## config.mk

```make
export PLATFORM = sky130hd
export DESIGN_NAME = bmp_pixel_processor_flat
export DESIGN_NICKNAME = d
export VERILOG_FILES = /design/src/rtl/bmp_pixel_processor_if.sv /design/src/rtl/bmp_pixel_processor.sv /design/src/flat_wrapper.sv
export SDC_FILE = /design/constraint.sdc
export NUM_CORES = 1
export LEC_CHECK = 0
export ABC_AREA = 1
export ABC_CLOCK_PERIOD_IN_PS = 4100
export BUFFER_PORTS_ARGS = -buffer_cell sky130_fd_sc_hd__buf_2
export CAP_MARGIN = 0
export CELL_PAD_IN_SITES_DETAIL_PLACEMENT = 1
export CELL_PAD_IN_SITES_GLOBAL_PLACEMENT = 1
export CORE_AREA = 2 2 142 282
export DETAILED_ROUTE_END_ITERATION = 8
export DIE_AREA = 0 0 144 284
export GPL_ROUTABILITY_DRIVEN = 0
export PLACE_DENSITY = 0.83
export RECOVER_POWER = 25
export SLEW_MARGIN = 0
export SYNTH_ARGS = -nofsm -noshare
export SYNTH_HDL_FRONTEND = slang
export SYNTH_SLANG_ARGS = --single-unit
export TNS_END_PERCENT = 10
```

## constraint.sdc

```tcl
create_clock -name clk -period 4.1 [get_ports clk]
set_clock_uncertainty 0.2 [all_clocks]
set_input_delay 0.205 -clock clk [delete_from_list [all_inputs] [get_ports clk]]
set_output_delay 0.205 -clock clk [all_outputs]
set_load 0.01 [all_outputs]
```

## src/rtl/bmp_pixel_processor_if.sv

```systemverilog
// Scheduler-facing pixel bus for bmp_pixel_processor: input words, mode/operand,
// end-of-file flag and the processed-word return path.
interface bmp_pixel_processor_if #(
    parameter int DATA_BUS_SIZE = 32
);
    logic [DATA_BUS_SIZE-1:0] data_to_processor;
    logic                     scheduler_2_proc_vld;
    logic [1:0]               mode;
    logic [7:0]               data_proc;
    logic                     done;
    logic [DATA_BUS_SIZE-1:0] data_from_processor;
    logic                     vld_pr;

    modport master (
        output data_to_processor, scheduler_2_proc_vld, mode, data_proc, done,
        input  data_from_processor, vld_pr
    );

    modport slave (
        input  data_to_processor, scheduler_2_proc_vld, mode, data_proc, done,
        output data_from_processor, vld_pr
    );
endinterface

```

## src/rtl/bmp_pixel_processor.sv

```systemverilog
// BMP pixel stage: per-byte brightness offset or 24-bit-pixel threshold binarisation.
// Build option PIXPROC_SATURATE_EN: brightness clamps to 00..FF instead of wrapping.
//
// state   | meaning
// IDLE    | no words buffered, output shifter empty
// ACCUM   | 1-2 threshold words buffered (shifter may still be draining)
// EMIT    | shifter draining, nothing buffered
// FLUSH   | one cycle: zero-padded partial group loaded into the shifter
module bmp_pixel_processor #(
    parameter int DATA_BUS_SIZE = 32
) (
    input  logic                 clk,
    input  logic                 rst_n,
    bmp_pixel_processor_if.slave bus
);
    localparam int W  = DATA_BUS_SIZE;
    localparam int GW = 3 * DATA_BUS_SIZE;
    localparam logic [1:0] MODE_THR = 2'b01;
    localparam logic [1:0] MODE_BRT = 2'b10;

    typedef enum logic [1:0] {S_IDLE, S_ACCUM, S_EMIT, S_FLUSH} state_t;

    state_t          r_state;
    state_t          w_state_nxt;
    logic [1:0]      r_wcnt;
    logic [1:0]      r_last_mode;
    logic [1:0]      r_scnt;
    logic [1:0]      r_fcnt;
    logic [2*W-1:0]  r_buf;
    logic [GW-1:0]   r_shift;
    logic [GW-1:0]   r_fgrp;
    logic [W-1:0]    r_data;
    logic            r_vld;

    logic            w_accept;
    logic            w_thr_acc;
    logic            w_brt_acc;
    logic            w_grp_full;
    logic            w_flush;
    logic [1:0]      w_wcnt_base;
    logic [1:0]      w_wcnt_acc;
    logic [1:0]      w_wcnt_nxt;
    logic [1:0]      w_rem;
    logic [1:0]      w_scnt_nxt;
    logic [2*W-1:0]  w_buf_acc;
    logic [GW-1:0]   w_pad;
    logic [GW-1:0]   w_shift_adv;
    logic [GW-1:0]   w_shift_nxt;
    logic [W-1:0]    w_bright;

    function automatic logic [7:0] f_gray(input logic [7:0] b, input logic [7:0] g,
                                          input logic [7:0] r);
        logic [9:0] sum;
        sum = {2'b00, r} + {1'b0, g, 1'b0} + {2'b00, b};
        return sum[9:2];
    endfunction

    // Group bytes run B,G,R,B,G,R,... from the MSB end of the 96-bit group.
    function automatic logic [GW-1:0] f_thresh(input logic [GW-1:0] grp, input logic [7:0] th);
        logic [GW-1:0] res;
        logic [7:0]    gy;
        res = '0;
        for (int p = 0; p < 4; p++) begin
            gy = f_gray(grp[GW-1-24*p -: 8], grp[GW-9-24*p -: 8], grp[GW-17-24*p -: 8]);
            res[GW-1-24*p -: 24] = (gy >= th) ? 24'hFF_FFFF : 24'h00_0000;
        end
        return res;
    endfunction

    function automatic logic [W-1:0] f_bright(input logic [W-1:0] word, input logic [7:0] off);
        logic [W-1:0] res;
`ifdef PIXPROC_SATURATE_EN
        logic [9:0]   sum;
`endif
        res = '0;
        for (int k = 0; k < W/8; k++) begin
`ifdef PIXPROC_SATURATE_EN
            sum = {2'b00, word[W-1-8*k -: 8]} + {{2{off[7]}}, off};
            if (sum[9])
                res[W-1-8*k -: 8] = 8'h00;
            else if (sum[8])
                res[W-1-8*k -: 8] = 8'hFF;
            else
                res[W-1-8*k -: 8] = sum[7:0];
`else
            res[W-1-8*k -: 8] = word[W-1-8*k -: 8] + off;
`endif
        end
        return res;
    endfunction

    always_comb begin
        w_accept    = bus.scheduler_2_proc_vld &&
                      (bus.mode == MODE_THR || bus.mode == MODE_BRT);
        w_thr_acc   = w_accept && (bus.mode == MODE_THR);
        w_brt_acc   = w_accept && (bus.mode == MODE_BRT);
        w_wcnt_base = (w_accept && bus.mode != r_last_mode) ? 2'd0 : r_wcnt;
        w_grp_full  = w_thr_acc && (w_wcnt_base == 2'd2);
        w_buf_acc   = r_buf;
        w_wcnt_acc  = w_wcnt_base;
        if (w_thr_acc) begin
            if (w_grp_full) begin
                w_wcnt_acc = 2'd0;
            end else begin
                w_wcnt_acc = w_wcnt_base + 2'd1;
                if (w_wcnt_base == 2'd0)
                    w_buf_acc[2*W-1 -: W] = bus.data_to_processor;
                else
                    w_buf_acc[W-1:0] = bus.data_to_processor;
            end
        end
        w_flush    = bus.done && (w_wcnt_acc != 2'd0);
        w_wcnt_nxt = w_flush ? 2'd0 : w_wcnt_acc;
        w_pad      = (w_wcnt_acc == 2'd1) ? {w_buf_acc[2*W-1 -: W], {(2*W){1'b0}}}
                                          : {w_buf_acc, {W{1'b0}}};
    end

    // A brightness word is queued behind whatever the shifter still holds.
    always_comb begin
        w_bright    = f_bright(bus.data_to_processor, bus.data_proc);
        w_rem       = (r_scnt == 2'd0) ? 2'd0 : r_scnt - 2'd1;
        w_shift_adv = (r_scnt == 2'd0) ? r_shift : (r_shift << W);
        w_shift_nxt = w_shift_adv;
        w_scnt_nxt  = w_rem;
        if (r_state == S_FLUSH) begin
            w_shift_nxt = f_thresh(r_fgrp, bus.data_proc);
            w_scnt_nxt  = r_fcnt;
        end else if (w_grp_full) begin
            w_shift_nxt = f_thresh({r_buf, bus.data_to_processor}, bus.data_proc);
            w_scnt_nxt  = 2'd3;
        end else if (w_brt_acc) begin
            case (w_rem)
                2'd0:    w_shift_nxt[GW-1 -: W]   = w_bright;
                2'd1:    w_shift_nxt[GW-1-W -: W] = w_bright;
                default: w_shift_nxt[W-1:0]       = w_bright;
            endcase
            w_scnt_nxt = w_rem + 2'd1;
        end
    end

    always_comb begin
        w_state_nxt = S_IDLE;
        if (w_flush)
            w_state_nxt = S_FLUSH;
        else if (w_wcnt_nxt != 2'd0)
            w_state_nxt = S_ACCUM;
        else if (w_scnt_nxt != 2'd0)
            w_state_nxt = S_EMIT;
    end

    always_ff @(posedge clk or negedge rst_n) begin
        if (!rst_n)
            r_state <= S_IDLE;
        else
            r_state <= w_state_nxt;
    end

    always_ff @(posedge clk or negedge rst_n) begin
        if (!rst_n) begin
            r_wcnt      <= 2'd0;
            r_last_mode <= 2'b00;
            r_buf       <= '0;
            r_fgrp      <= '0;
            r_fcnt      <= 2'd0;
            r_shift     <= '0;
            r_scnt      <= 2'd0;
            r_data      <= '0;
            r_vld       <= 1'b0;
        end else begin
            r_wcnt  <= w_wcnt_nxt;
            r_buf   <= w_buf_acc;
            r_shift <= w_shift_nxt;
            r_scnt  <= w_scnt_nxt;
            r_vld   <= (r_scnt != 2'd0);
            if (w_accept)
                r_last_mode <= bus.mode;
            if (w_flush) begin
                r_fgrp <= w_pad;
                r_fcnt <= w_wcnt_acc;
            end
            if (r_scnt != 2'd0)
                r_data <= r_shift[GW-1 -: W];
        end
    end

    assign bus.data_from_processor = r_data;
    assign bus.vld_pr              = r_vld;
endmodule

```

## src/flat_wrapper.sv

```systemverilog
// flat-port wrapper written by rule: the top's interface ports become plain ports
module bmp_pixel_processor_flat 
#(
    parameter int DATA_BUS_SIZE = 32
)
  (clk, rst_n, bus_data_to_processor, bus_scheduler_2_proc_vld, bus_mode, bus_data_proc, bus_done, bus_data_from_processor, bus_vld_pr);
  bmp_pixel_processor_if #(.DATA_BUS_SIZE(DATA_BUS_SIZE)) bus_i ();
  input  logic clk;
  input  logic rst_n;
  input wire logic [$bits(bus_i.data_to_processor)-1:0] bus_data_to_processor;
  input wire logic [$bits(bus_i.scheduler_2_proc_vld)-1:0] bus_scheduler_2_proc_vld;
  input wire logic [$bits(bus_i.mode)-1:0] bus_mode;
  input wire logic [$bits(bus_i.data_proc)-1:0] bus_data_proc;
  input wire logic [$bits(bus_i.done)-1:0] bus_done;
  output wire logic [$bits(bus_i.data_from_processor)-1:0] bus_data_from_processor;
  output wire logic [$bits(bus_i.vld_pr)-1:0] bus_vld_pr;
  assign bus_i.data_to_processor = bus_data_to_processor;
  assign bus_i.scheduler_2_proc_vld = bus_scheduler_2_proc_vld;
  assign bus_i.mode = bus_mode;
  assign bus_i.data_proc = bus_data_proc;
  assign bus_i.done = bus_done;
  assign bus_data_from_processor = bus_i.data_from_processor;
  assign bus_vld_pr = bus_i.vld_pr;
  bmp_pixel_processor #(.DATA_BUS_SIZE(DATA_BUS_SIZE)) u_core (.clk(clk), .rst_n(rst_n), .bus(bus_i));
endmodule
```

# == After elaboration in Yosys (flattened, before gate mapping) ==
# Index checks and enable logic that the tools add are counted.
# classes
n_mux,31
eq_ne,7
addsub,23
magnitude_cmp,8
n_reduce_logical,15
# ops
operator,count
96-bit 2-to-1 mux,4
24-bit 2-to-1 mux,8
64-bit 2-to-1 mux,3
32-bit 2-to-1 mux,5
10-bit by 8-bit adder with 10-bit output,8
8-bit by 9-bit adder with 10-bit output,8
8-bit >= comparator,8
8-bit adder,4
2-bit 2-to-1 mux,11
2-bit nonzero test,4
2-bit by 1-bit == test with 1-bit output (second input constant),3
2-bit == test (second input constant),3
1-bit logical AND,6
2-bit zero test,3
2-bit by 1-bit adder with 2-bit output (second input constant),2
2-bit != test,1
2-bit OR reduction,1
2-bit by 1-bit subtractor with 2-bit output (second input constant),1
1-bit logical OR,1
# totals
regBits,299
out_inout_bits,33

# == Longest topological paths before layout ==
# Gate-level depths: netlist of run 1.
# logic_depth
word_depth,15
mapped_depth,20

# == Worst setup path after synthesis of run 1 ==
# Ideal clock, no wire load.
# synth_timing
path_kind,reg2reg
from,register u_core.r_fgrp[73]
to,register u_core.r_shift[75]
setup_slack_ns,0.572
synth_period_minus_slack_ns,3.528
setup_ns,0.130
stages_incl_launch_ff,20
arrival_ns,3.198
required_ns,3.770
path_buffers,1
cell_sequence,dfrtp_1 inv_1 fa_1 nor2_1 inv_1 fa_1 nand3b_1 nand2_1 a21oi_1 o21ai_0 xor2_1 inv_1 ha_1 nand2_1 nor2_1 nand4_1 o2111ai_1 nand2_1 clkbuf_1 nand2_1
# synth_between
elab_chain_len,5
# synth_lines
item,line_no,rtl
from (decl),bmp_pixel_processor.sv:31,logic [GW-1:0] r_fgrp;
from (signal assigned),bmp_pixel_processor.sv:178,r_fgrp <= w_pad;
8-bit by 9-bit adder with 10-bit output,bmp_pixel_processor.sv:54,"sum = {2'b00, r} + {1'b0, g, 1'b0} + {2'b00, b};"
10-bit by 8-bit adder with 10-bit output,bmp_pixel_processor.sv:54,
8-bit >= comparator,bmp_pixel_processor.sv:65,res[GW-1-24*p -: 24] = (gy >= th) ? 24'hFF_FFFF : 24'h00_0000;
24-bit 2-to-1 mux,bmp_pixel_processor.sv:65,
96-bit 2-to-1 mux,bmp_pixel_processor.sv:125,if (r_state == S_FLUSH) begin
named net u_core.w_shift_nxt[75],bmp_pixel_processor.sv:48,logic [GW-1:0] w_shift_nxt;
to (signal assigned),bmp_pixel_processor.sv:172,r_shift <= w_shift_nxt;
to (decl),bmp_pixel_processor.sv:30,logic [GW-1:0] r_shift;
# The timed path passes the listed nets, and every way through them passes these cells.
# A chain may end at the register's enable or synchronous reset.

# == Final worst setup path of run 1 ==
# layout_timing
from,register u_core.r_fgrp[65]
to,register u_core.r_shift[65]
# layout_between
elab_chain_len,4
# layout_lines
item,line_no
10-bit by 8-bit adder with 10-bit output,bmp_pixel_processor.sv:54
8-bit >= comparator,bmp_pixel_processor.sv:65
24-bit 2-to-1 mux,bmp_pixel_processor.sv:65
96-bit 2-to-1 mux,bmp_pixel_processor.sv:125
named net u_core.w_shift_nxt[65],bmp_pixel_processor.sv:48
# The timed path passes the listed nets, and every way through them passes these cells.

==> results of run 1 <==
==> logic make-up after synthesis <==
| family | count (synthesis) |
|---|---|
| adders and majority gates | 188 |
| DFF | 266 |
| and+or+nand+nor | 1213 |
| AOI/OAI and AO/OA | 289 |
| xor gates and xnor gates | 57 |
| buffers and inverters | 381 |
==> report_power, final <==
| part | switching [uW] | internal [uW] |
|---|---|---|
| Combinational | 3120 | 1870 |
| Clock | 1100 | 1470 |
| Sequential | 342 | 3200 |
==> layer usage <==
metal,global-route usage,up-vias,wire (microns)
met3,0.0493,289,2800
li1,-,7747,-
met2,0.569,504,33100
met4,0.250,4,6690
met1,0.322,8428,22300
met5,0,-,23
==> sequential cells by signal, summed over array words and instances, names as in the netlist, named ones only <==
| name | cells |
|---|---|
| u_core.bus.data_from_processor | 32 |
| u_core.r_fgrp | 63 |
| u_core.r_buf | 63 |
| u_core.r_last_mode | 2 |
| u_core.r_shift | 96 |
| u_core.r_wcnt | 2 |
| u_core.r_fcnt | 2 |
| u_core.r_state | 2 |
| u_core.bus.vld_pr | 1 |
| u_core.r_scnt | 2 |
==> final cells by class <==
type	count	area (sq um)
inverters	278	1040
repair buffers	153	1210
well taps	520	651
clock buffers	41	808
fillers	4869	18300
clock inverters	5	81.3
multi-input cells	1747	9950
flip-flops and latches	266	6660
==> synthesized netlist by cell type, drive strengths merged <==
master	count	share of area
o2111ai	3	0.0015
nand2	952	0.20
ha	135	0.094
nand3b	7	0.0029
xor2	40	0.019
a21oi	64	0.018
o21ai	144	0.040
xnor2	17	0.0083
o21bai	15	0.0063
a31oi	6	0.0021
fa	53	0.059
buf	53	0.016
o211ai	41	0.017
inv	278	0.058
nand4	21	0.0073
dfrtp	266	0.37
a21o	2	0.00084
nor3	3	0.00084
nand3	176	0.050
clkbuf	50	0.010
o311ai	2	0.00097
o22ai	12	0.0042
nor4	3	0.0010
nor2	50	0.011
or2	1	0.00035
==> stage by stage <==
| step | std cells | area [sq um] | hold WS (ps) |
|---|---|---|---|
| 2_1_floorplan | 2394 | 18000 | -291 |
| 3_3_place_gp | 2918 | 18900 | 118 |
| 3_5_place_dp | 2918 | 18900 | 125 |
| 4_1_cts | 3000 | 20100 | 1.64 |
| 5_1_grt | 3010 | 20400 | 4.17 |
| 6_report | 3010 | 20400 | 2.58 |
==> layout by cell type (no fill, tap or decap), types with 4 or more instances in the layout <==
master | netlist | final
dlygate4sd3_1 | 0 | 36
nor2_1 | 48 | 41
nand2_4 | 1 | 5
dfrtp_1 | 266 | 266
buf_12 | 0 | 8
nand3_1 | 173 | 171
xor2_1 | 40 | 40
buf_4 | 4 | 22
fa_1 | 53 | 49
clkbuf_8 | 0 | 8
ha_1 | 135 | 134
a31oi_1 | 6 | 6
nand2_1 | 946 | 932
fa_2 | 0 | 4
o21ai_1 | 30 | 33
buf_2 | 34 | 68
inv_1 | 271 | 269
clkbuf_16 | 0 | 32
o21bai_1 | 15 | 15
o211ai_1 | 41 | 41
o21ai_0 | 114 | 110
xnor2_1 | 17 | 17
nand3_2 | 3 | 4
inv_2 | 7 | 9
a21oi_1 | 64 | 59
a21oi_2 | 0 | 5
nand2_2 | 5 | 15
clkbuf_1 | 50 | 17
o22ai_1 | 12 | 12
nor2_2 | 1 | 8
nand4_1 | 21 | 21
nand3b_1 | 7 | 7
==> critical path: cells and delay by family, from the launching register on <==
kind | cells | cell delay, ps
adders and majority gates | 3 | 1150
DFF | 1 | 370
and+or+nand+nor | 12 | 1500
AOI/OAI and AO/OA | 3 | 340
buffers and inverters | 2 | 250
==> worst paths after layout <==
path	endpoint	slack, ps	depth (start not counted)
hold / removal	u_core.r_buf[1]$_DFF_PN0_	3	3
hold reg to reg	u_core.bus.data_from_processor[30]$_DFFE_PN0N_	280	2
min in group asynchronous	u_core.r_fgrp[57]$_DFFE_PN0P_	830	2
setup / recovery	u_core.r_shift[65]$_DFF_PN0_	160	20
max in group asynchronous	u_core.r_shift[0]$_DFF_PN0_	960	3
setup reg to reg	u_core.r_shift[65]$_DFF_PN0_	160	20
==> repair_timing <==
item / in CTS / in global routing
hold buffers: 36 / 0
setup endpoints to repair: 0 / 96
endpoints found under the hold margin: 159 / 0
gates resized for setup: 0 / 45
buffers inserted: 0 / 4
==> results.sh, run 1 <==
export IMPL_syn_area_sq_um=18000
export IMPL_ys_ff_latch=266
export IMPL_ys_seq_area_frac=0.370
export IMPL_first_iter_violations=947
export IMPL_tns_ps=0
export IMPL_muxShareOfSynthArea=0
export IMPL_crit_required_ps=4360
export IMPL_overflow=0
export IMPL_cts_buffers=26
export IMPL_hpwlAfterDp_microns=45600
export IMPL_critical_path_max_fanout=6
export IMPL_layout_min_cycle_time_ps=3940
export IMPL_p_total_uw=11100
export IMPL_fin_crit_sh=0.962
export IMPL_synth_adder_area_share=0.153
export IMPL_area_delta_synth_final_pct=13.5
export IMPL_startpoint_type="flip-flop"
export IMPL_clockRootBuffer="clkbuf_16"
export IMPL_drt_total_wl_microns=65000
export IMPL_worst_pin_slew_ps=2900
export IMPL_core_area_sq_um=38700
export IMPL_pre_cts_slack_ps=81.7
export IMPL_synth_distinct_cells=36
export IMPL_worstSetupStartpoint="u_core.r_fgrp[65]$_DFFE_PN0P_"
export IMPL_slowest_delay_ps=470
export IMPL_synth_compound_area_frac=0.0909
export IMPL_cts_sinks=266
export IMPL_hold_path_class="primary input to flip-flop"
export IMPL_fin_nets=2706
export IMPL_start_util=0.465
export IMPL_num_rows=102
export IMPL_track_usage=0.319
export IMPL_grt_max_degree=128
export IMPL_hold_viol=0
export IMPL_cap_viol_max_count=2
export IMPL_relSlewSlack=-0.932
export IMPL_grt_pass1_wl_microns=100000
export IMPL_violations="capacitance limit, slew limit"
export IMPL_n_antenna_cell=0
export IMPL_min_from="bus_data_to_processor[1]"
export IMPL_crit_type="flip-flop to flip-flop"
export IMPL_powerDensity_nw_per_um2=545
export IMPL_crit_arrival_ps=4210
export IMPL_port_buffers=78
export IMPL_syn_nets=2628
export IMPL_first_pass_iters=5
export IMPL_cp_end_kind="flip-flop"
export IMPL_worst_slack_ps=156
export IMPL_outcome="complete, but fails checks"
export IMPL_setup_violations=0
export IMPL_final_max_slew_viol_count=202
export IMPL_vias=17000
export IMPL_syn_inst=2394
export IMPL_yosysWarnings=0
export IMPL_avgSynthCellArea_sq_um=7.51
export IMPL_clockBufferDepth=3
export IMPL_path_cells="inv_2, fa_1, nand3b_1, fa_2, nand3b_1, nand2_2, a21oi_2, nor2_1, nor2_2, o21bai_1, nand2_1, nand2_2, ha_4, nand2_4, nor2_2, nand4_1, o2111ai_4, nand2_4, clkbuf_16, nand2_1"
export IMPL_die_x_microns=144
export IMPL_fp_dieH_microns=284
export IMPL_die_area_sq_um=40900
export IMPL_synth_xor_area_share=0.0278
export IMPL_yosys_area_share_simple=0.273
export IMPL_rsz0062_at_grt="true"
export IMPL_grt_pass1_vias=18600
export IMPL_clock_latency_ps=580
export IMPL_cts_htree_levels=1
export IMPL_fin_util=0.528
export IMPL_vdd_drop_max_v=0.000422
export IMPL_ios=79
export IMPL_wire_per_inst_microns=21.6
export IMPL_clock_fmax_ghz=0.254
export IMPL_vias_per_cell=5.64
export IMPL_p_leak_uw=0.0115
export IMPL_drc=0
export IMPL_synth_top_family_by_area="simple AND/OR/NAND/NOR gates"
export IMPL_cts_tree="built"
export IMPL_drtAntennaViolNets=0
export IMPL_path_clk_slew_ps=70
export IMPL_regToRegStartpoint="u_core.r_fgrp[65]$_DFFE_PN0P_"
export IMPL_cp_slowest_cell="fa_1"
export IMPL_antenna_found_initial=3
export IMPL_drive_gt1_frac=0.0815
No activity file was read; power rests on OpenSTA's default activity.
==> inputs of run 2 (changes only) <==
==> constraint.sdc (replaced) <==
create_clock -name clk -period 4.1 [get_ports clk]
set_clock_uncertainty 0.2 [all_clocks]
set_input_delay 0.205 -clock clk [delete_from_list [all_inputs] [get_ports clk]]
set_output_delay 0.205 -clock clk [all_outputs]
set_load 0.05 [all_outputs]
==> run 2 against run 1 <==
Compared with the run above: the flow still finishes with violations (capacitance limit, slew limit); register-to-register slack is essentially flat; global-route usage is the same; sequential share of layout area is essentially flat; critical endpoint unchanged.
==> results.sh, run 2 (synthesis results as in run 1) <==
export IMPL_area_delta_synth_final_pct=13.6
export IMPL_tns_ps=0
export IMPL_largest_reg_flops=96
export IMPL_first_iter_violations=948
export IMPL_cts_tree="built"
export IMPL_clockBufferDepth=3
export IMPL_wire_per_inst_microns=21.6
export IMPL_layout_commonest_cell="nand2_1"
export IMPL_path_cells="inv_2, fa_1, nand3b_1, fa_2, nand3b_1, nand2_2, a21oi_2, nor2_1, nor2_2, o21bai_1, nand2_1, nand2_2, ha_4, nand2_4, nor2_2, nand4_1, o2111ai_4, nand2_4, clkbuf_16, nand2_1"
export IMPL_placed_area_sq_um=18900
export IMPL_crit_required_ps=4360
export IMPL_port_buffers=78
export IMPL_cp_slowest_cell="fa_1"
export IMPL_final_max_slew_viol_count=202
export IMPL_crit_arrival_ps=4210
export IMPL_fin_nets=2706
export IMPL_fin_crit_sh=0.962
export IMPL_cts_sinks=266
export IMPL_setup_violations=0
export IMPL_cp_depth=20
export IMPL_num_rows=102
export IMPL_die_x_microns=144
export IMPL_fin_util=0.528
export IMPL_crit_type="flip-flop to flip-flop"
export IMPL_pre_cts_slack_ps=81.7
export IMPL_overflow=0
export IMPL_ff2ff_setup_slack_ps=160
export IMPL_largest_register="u_core.r_shift"
export IMPL_hold_path_class="primary input to flip-flop"
export IMPL_powerDensity_nw_per_um2=566
export IMPL_vdd_drop_max_v=0.000422
export IMPL_clock_latency_ps=580
export IMPL_track_usage=0.319
export IMPL_antenna_found_initial=3
export IMPL_ios=79
export IMPL_drt_total_wl_microns=65000
export IMPL_hpwlAfterDp_microns=45600
export IMPL_clockRootBuffer="clkbuf_16"
export IMPL_r2r_end="u_core.r_shift[65]$_DFF_PN0_"
export IMPL_clock_fmax_ghz=0.254
export IMPL_hold_viol=0
export IMPL_cts_buffers=26
export IMPL_worst_slack_ps=156
export IMPL_drive_gt1_frac=0.0851
export IMPL_core_area_sq_um=38700
export IMPL_first_pass_iters=5
export IMPL_start_util=0.465
export IMPL_grt_pass1_vias=18600
export IMPL_cp_top_family="simple AND/OR/NAND/NOR gates"
export IMPL_fp_dieH_microns=284
export IMPL_vias_per_cell=5.64
export IMPL_grt_pass1_wl_microns=100000
export IMPL_outcome="complete, but fails checks"
export IMPL_grt_max_degree=128
export IMPL_cts_htree_levels=1
export IMPL_slowest_delay_ps=470
export IMPL_vias=17000
export IMPL_worst_pin_slew_ps=2910
export IMPL_layout_min_cycle_time_ps=3940
export IMPL_relSlewSlack=-0.937
export IMPL_largestRegisters="u_core.r_shift: 96 flops, u_core.r_buf: 63 flops, u_core.r_fgrp: 63 flops"
export IMPL_layout_common_cells="nand2_1 (932), inv_1 (269), dfrtp_1 (266)"
export IMPL_drc=0
export IMPL_die_area_sq_um=40900
export IMPL_cp_end_kind="flip-flop"
export IMPL_p_leak_uw=0.0116
export IMPL_rsz0062_at_grt="true"
export IMPL_cp_buffers_inverters=2
export IMPL_drtAntennaViolNets=0
export IMPL_worstSetupStartpoint="u_core.r_fgrp[65]$_DFFE_PN0P_"
export IMPL_final_cell_area_sq_um=20400
export IMPL_n_antenna_cell=0
export IMPL_critical_path_max_fanout=6
export IMPL_path_clk_slew_ps=70
export IMPL_violations="capacitance limit, slew limit"
export IMPL_p_total_uw=11600
export IMPL_cap_viol_max_count=2
export IMPL_regToRegStartpoint="u_core.r_fgrp[65]$_DFFE_PN0P_"
export IMPL_reg2reg_depth=20
export IMPL_startpoint_type="flip-flop"
export IMPL_endpoint="u_core.r_shift[65]$_DFF_PN0_"
[run 2: cell count changes in the layout (fill, tap and decap cells not counted), sizes merged]
cell,delta
buf,+9
clkbuf,-9
[run 2: layout make-up]
type,instances,area [sq um]
Fill cell,4863,18300
Multi-Input combinational cell,1747,9950
Sequential cell,266,6660
Timing Repair Buffer,153,1220
Inverter,278,1040
Clock buffer,41,808
Tap cell,520,651
Clock inverter,5,81.3
[run 2: worst min-delay path, delay by kind of cell]
family	cells	cell delay [ps]
buf+inv	2	260
compound gates	1	260
[run 2: timing repair]
item | CTS | global route
buffers inserted | 0 | 4
gates resized for setup | 0 | 45
hold buffers | 36 | 0
setup endpoints to repair | 0 | 96
hold endpoints to repair | 159 | 0
[run 2: through the flow]
step                      hold WS, ps  cells
after floorplan                  -291   2394
after global placement            118   2918
after detailed placement          125   2918
after CTS                        1.64   3000
after global routing             4.17   3010
final                            2.50   3010
[run 2: worst min path at each step]
| stage | end | cells past startpoint | slack, ps | startpoint |
|---|---|---|---|---|
| floorplan | async pin | 0 | -290 | rst_n |
| global placement | u_core.r_fgrp[57]$_DFFE_PN0P_ | 1 | 120 | rst_n |
| detailed placement | u_core.r_fgrp[66]$_DFFE_PN0P_ | 1 | 130 | rst_n |
| CTS | u_core.r_buf[2]$_DFF_PN0_ | 3 | 2 | bus_data_to_processor[2] |
| global route | u_core.r_buf[34]$_DFF_PN0_ | 3 | 4 | bus_data_to_processor[2] |
| finish | u_core.r_buf[1]$_DFF_PN0_ | 3 | 2 | bus_data_to_processor[1] |
[run 2: layer usage]
metal / GRT usage / part of all wire
met5: 0 / 0.00035
met4: 0.250 / 0.10
met3: 0.0493 / 0.043
met2: 0.569 / 0.51
met1: 0.322 / 0.34
[run 2: report_power, final]
| part | switching, uW | total [uW] | leakage [uW] | internal (uW) |
|---|---|---|---|---|
| combinational | 3560 | 5440 | 0.00761 | 1880 |
| clock | 1100 | 2580 | 0.000434 | 1470 |
| sequential | 340 | 3550 | 0.00353 | 3200 |
==> inputs of run 3 (changes only) <==
- HOLD_SLACK_MARGIN: unset -> 0.15
- PLACE_DENSITY: 0.83 -> unset
- PLACE_DENSITY_LB_ADDON: unset -> 0.1
==> run 3 against run 2 <==
Compared with the run above: the run still ends with capacitance limit, slew limit left; highest routed layer is now met4; fmax rose by 2.3%; count of clock-buffer cells in the layout shrank 4; die area stayed put; wire length down 2.9%; non-clock buffer count is 1 higher; first-iteration DRC count is 28% lower; utilization down 0.58 points; hold slack improved by 260 ps; final area shrank 1.1%; critical path type unchanged.
==> results.sh, run 3 (synthesis results as in run 1) <==
export IMPL_outcome="complete, but fails checks"
export IMPL_violations="capacitance limit, slew limit"
export IMPL_crit_type="flip-flop to flip-flop"
export IMPL_power_frac_comb=0.462
export IMPL_clock_fmax_ghz=0.259
export IMPL_num_rows=102
export IMPL_antenna_found_initial=1
export IMPL_port_buffers=78
export IMPL_start_util=0.465
export IMPL_r2r_end="u_core.r_shift[72]$_DFF_PN0_"
export IMPL_p_clk_frac=0.221
export IMPL_first_pass_iters=5
export IMPL_grt_pass1_wl_microns=98500
export IMPL_vias_per_cell=5.52
export IMPL_cp_end_kind="flip-flop"
export IMPL_cts_htree_levels=1
export IMPL_layout_common_cells="nand2_1 (945), inv_1 (271), dfrtp_1 (266)"
export IMPL_crit_required_ps=4340
export IMPL_vias=16600
export IMPL_clock_latency_ps=560
export IMPL_reg2reg_depth=20
export IMPL_fp_dieH_microns=284
export IMPL_cts_tree="built"
export IMPL_cap_viol_max_count=1
export IMPL_layout_commonest_cell="nand2_1"
export IMPL_largest_reg_flops=96
export IMPL_grt_pass1_vias=18100
export IMPL_grt_max_degree=124
export IMPL_rsz0062_at_grt="true"
export IMPL_swShare=0.430
export IMPL_fin_crit_sh=0.940
export IMPL_hold_viol=0
export IMPL_final_cell_area_sq_um=20200
export IMPL_p_leak_uw=0.0114
export IMPL_overflow=0
export IMPL_drc=0
export IMPL_vdd_drop_max_v=0.000423
export IMPL_track_usage=0.315
export IMPL_largestRegisters="u_core.r_shift: 96 flops, u_core.r_buf: 63 flops, u_core.r_fgrp: 63 flops"
export IMPL_min_from="bus_data_proc[7]"
export IMPL_fin_hold_ws_ps=265
export IMPL_layout_min_cycle_time_ps=3860
export IMPL_setup_violations=0
export IMPL_critical_path_max_fanout=24
export IMPL_first_iter_violations=679
export IMPL_cts_sinks=266
export IMPL_crit_arrival_ps=4090
export IMPL_largest_register="u_core.r_shift"
export IMPL_drt_total_wl_microns=63100
export IMPL_startpoint_type="flip-flop"
export IMPL_p_switching_uw=4810
export IMPL_core_area_sq_um=38700
export IMPL_wire_per_inst_microns=21.0
export IMPL_path_clk_slew_ps=70
export IMPL_placed_area_sq_um=18900
export IMPL_hpwlAfterDp_microns=46200
export IMPL_worst_pin_slew_ps=2640
export IMPL_final_max_slew_viol_count=34
export IMPL_die_x_microns=144
export IMPL_seqPwrFrac=0.317
export IMPL_hold_path_class="primary input to flip-flop"
export IMPL_p_total_uw=11200
export IMPL_fin_nets=2707
export IMPL_regToRegStartpoint="u_core.r_buf[41]$_DFF_PN0_"
export IMPL_clockBufferDepth=3
export IMPL_drive_gt1_frac=0.0574
export IMPL_min_to="u_core.r_shift[55]$_DFF_PN0_"
export IMPL_ios=79
export IMPL_drtAntennaViolNets=0
export IMPL_relSlewSlack=-0.757
export IMPL_cts_buffers=26
export IMPL_hold_depth=8
export IMPL_die_area_sq_um=40900
export IMPL_p_int_uw=6380
export IMPL_area_delta_synth_final_pct=12.4
export IMPL_powerDensity_nw_per_um2=555
export IMPL_clockRootBuffer="clkbuf_16"
export IMPL_ff2ff_setup_slack_ps=240
[run 3: layout make-up]
class                   count  area (sq um)
flip-flops and latches    266          6660
multi-input cells        1747          9820
well taps                 520           651
fillers                  4902         18500
repair buffers            154          1170
clock buffers              37           783
diodes                      1          2.50
inverters                 278          1040
clock inverters             8          67.6
[run 3: what timing repair did]
action / in CTS / in global routing
endpoints found under the hold margin: 301 / 0
hold buffers: 44 / 0
gates resized for setup: 0 / 5
buffers inserted: 0 / 0
endpoints found under the setup margin: 0 / 48
[run 3: worst max-delay path, stage by stage (launching register included)]
cell and delay (ps):
dfrtp_1 370, inv_1 70, fa_1 540, nor2_1 70, fa_1 460, nand3_1 110
nand3_1 110, a21oi_1 160, o21ai_1 100, a21oi_1 160, o21bai_1 90, ha_1 310
nand2_1 100, nor2_1 70, nand2_1 80, nand4_1 170, nand2_1 150, buf_12 200
nand2_1 70, nand2_1 70, nand2_1 80
[run 3: metrics by stage]
stage	util	std cells	worst slack, ps	setup TNS, ps
global placement	0.490	2921	319	0
finish	0.522	3011	244	0
global route	0.522	3011	-58.0	-546
floorplan	-	2394	572	0
detailed placement	0.490	2921	172	0
CTS	0.523	3010	167	0
[run 3: routing by layer]
| layer | vias to the layer above | routed length, microns | global-route usage |
|---|---|---|---|
| met5 | - | 0 | 0 |
| met4 | 0 | 5430 | 0.225 |
| met3 | 220 | 1690 | 0.0302 |
| met2 | 354 | 34000 | 0.590 |
| met1 | 8309 | 22000 | 0.314 |
| li1 | 7747 | - | - |
[run 3: power groups by stage]
stage | Clock (uW) | Combinational [uW] | Sequential [uW]
after detailed placement | 0 | 5150 | 3600
after CTS | 2520 | 5220 | 3550
after floorplan | 0 | 3230 | 4010
after global placement | 0 | 4870 | 3570
after global routing | 2600 | 5860 | 3620
final | 2470 | 5170 | 3550
[run 3: how the worst max path moves through the flow]
stage | from | endpoint | slack [ps] | cells past startpoint
after global routing | u_core.r_buf[41]$_DFF_PN0_ | u_core.r_shift[81]$_DFF_PN0_ | -60 | 20
after CTS | bus_data_to_processor[1] | u_core.r_shift[9]$_DFF_PN0_ | 170 | 22
after global placement | bus_data_to_processor[1] | u_core.r_shift[17]$_DFF_PN0_ | 320 | 21
after detailed placement | bus_data_to_processor[1] | u_core.r_shift[23]$_DFF_PN0_ | 170 | 21
final | u_core.r_buf[41]$_DFF_PN0_ | u_core.r_shift[72]$_DFF_PN0_ | 240 | 20
after floorplan | u_core.r_fgrp[73]$_DFFE_PN0P_ | u_core.r_shift[75]$_DFF_PN0_ | 570 | 19
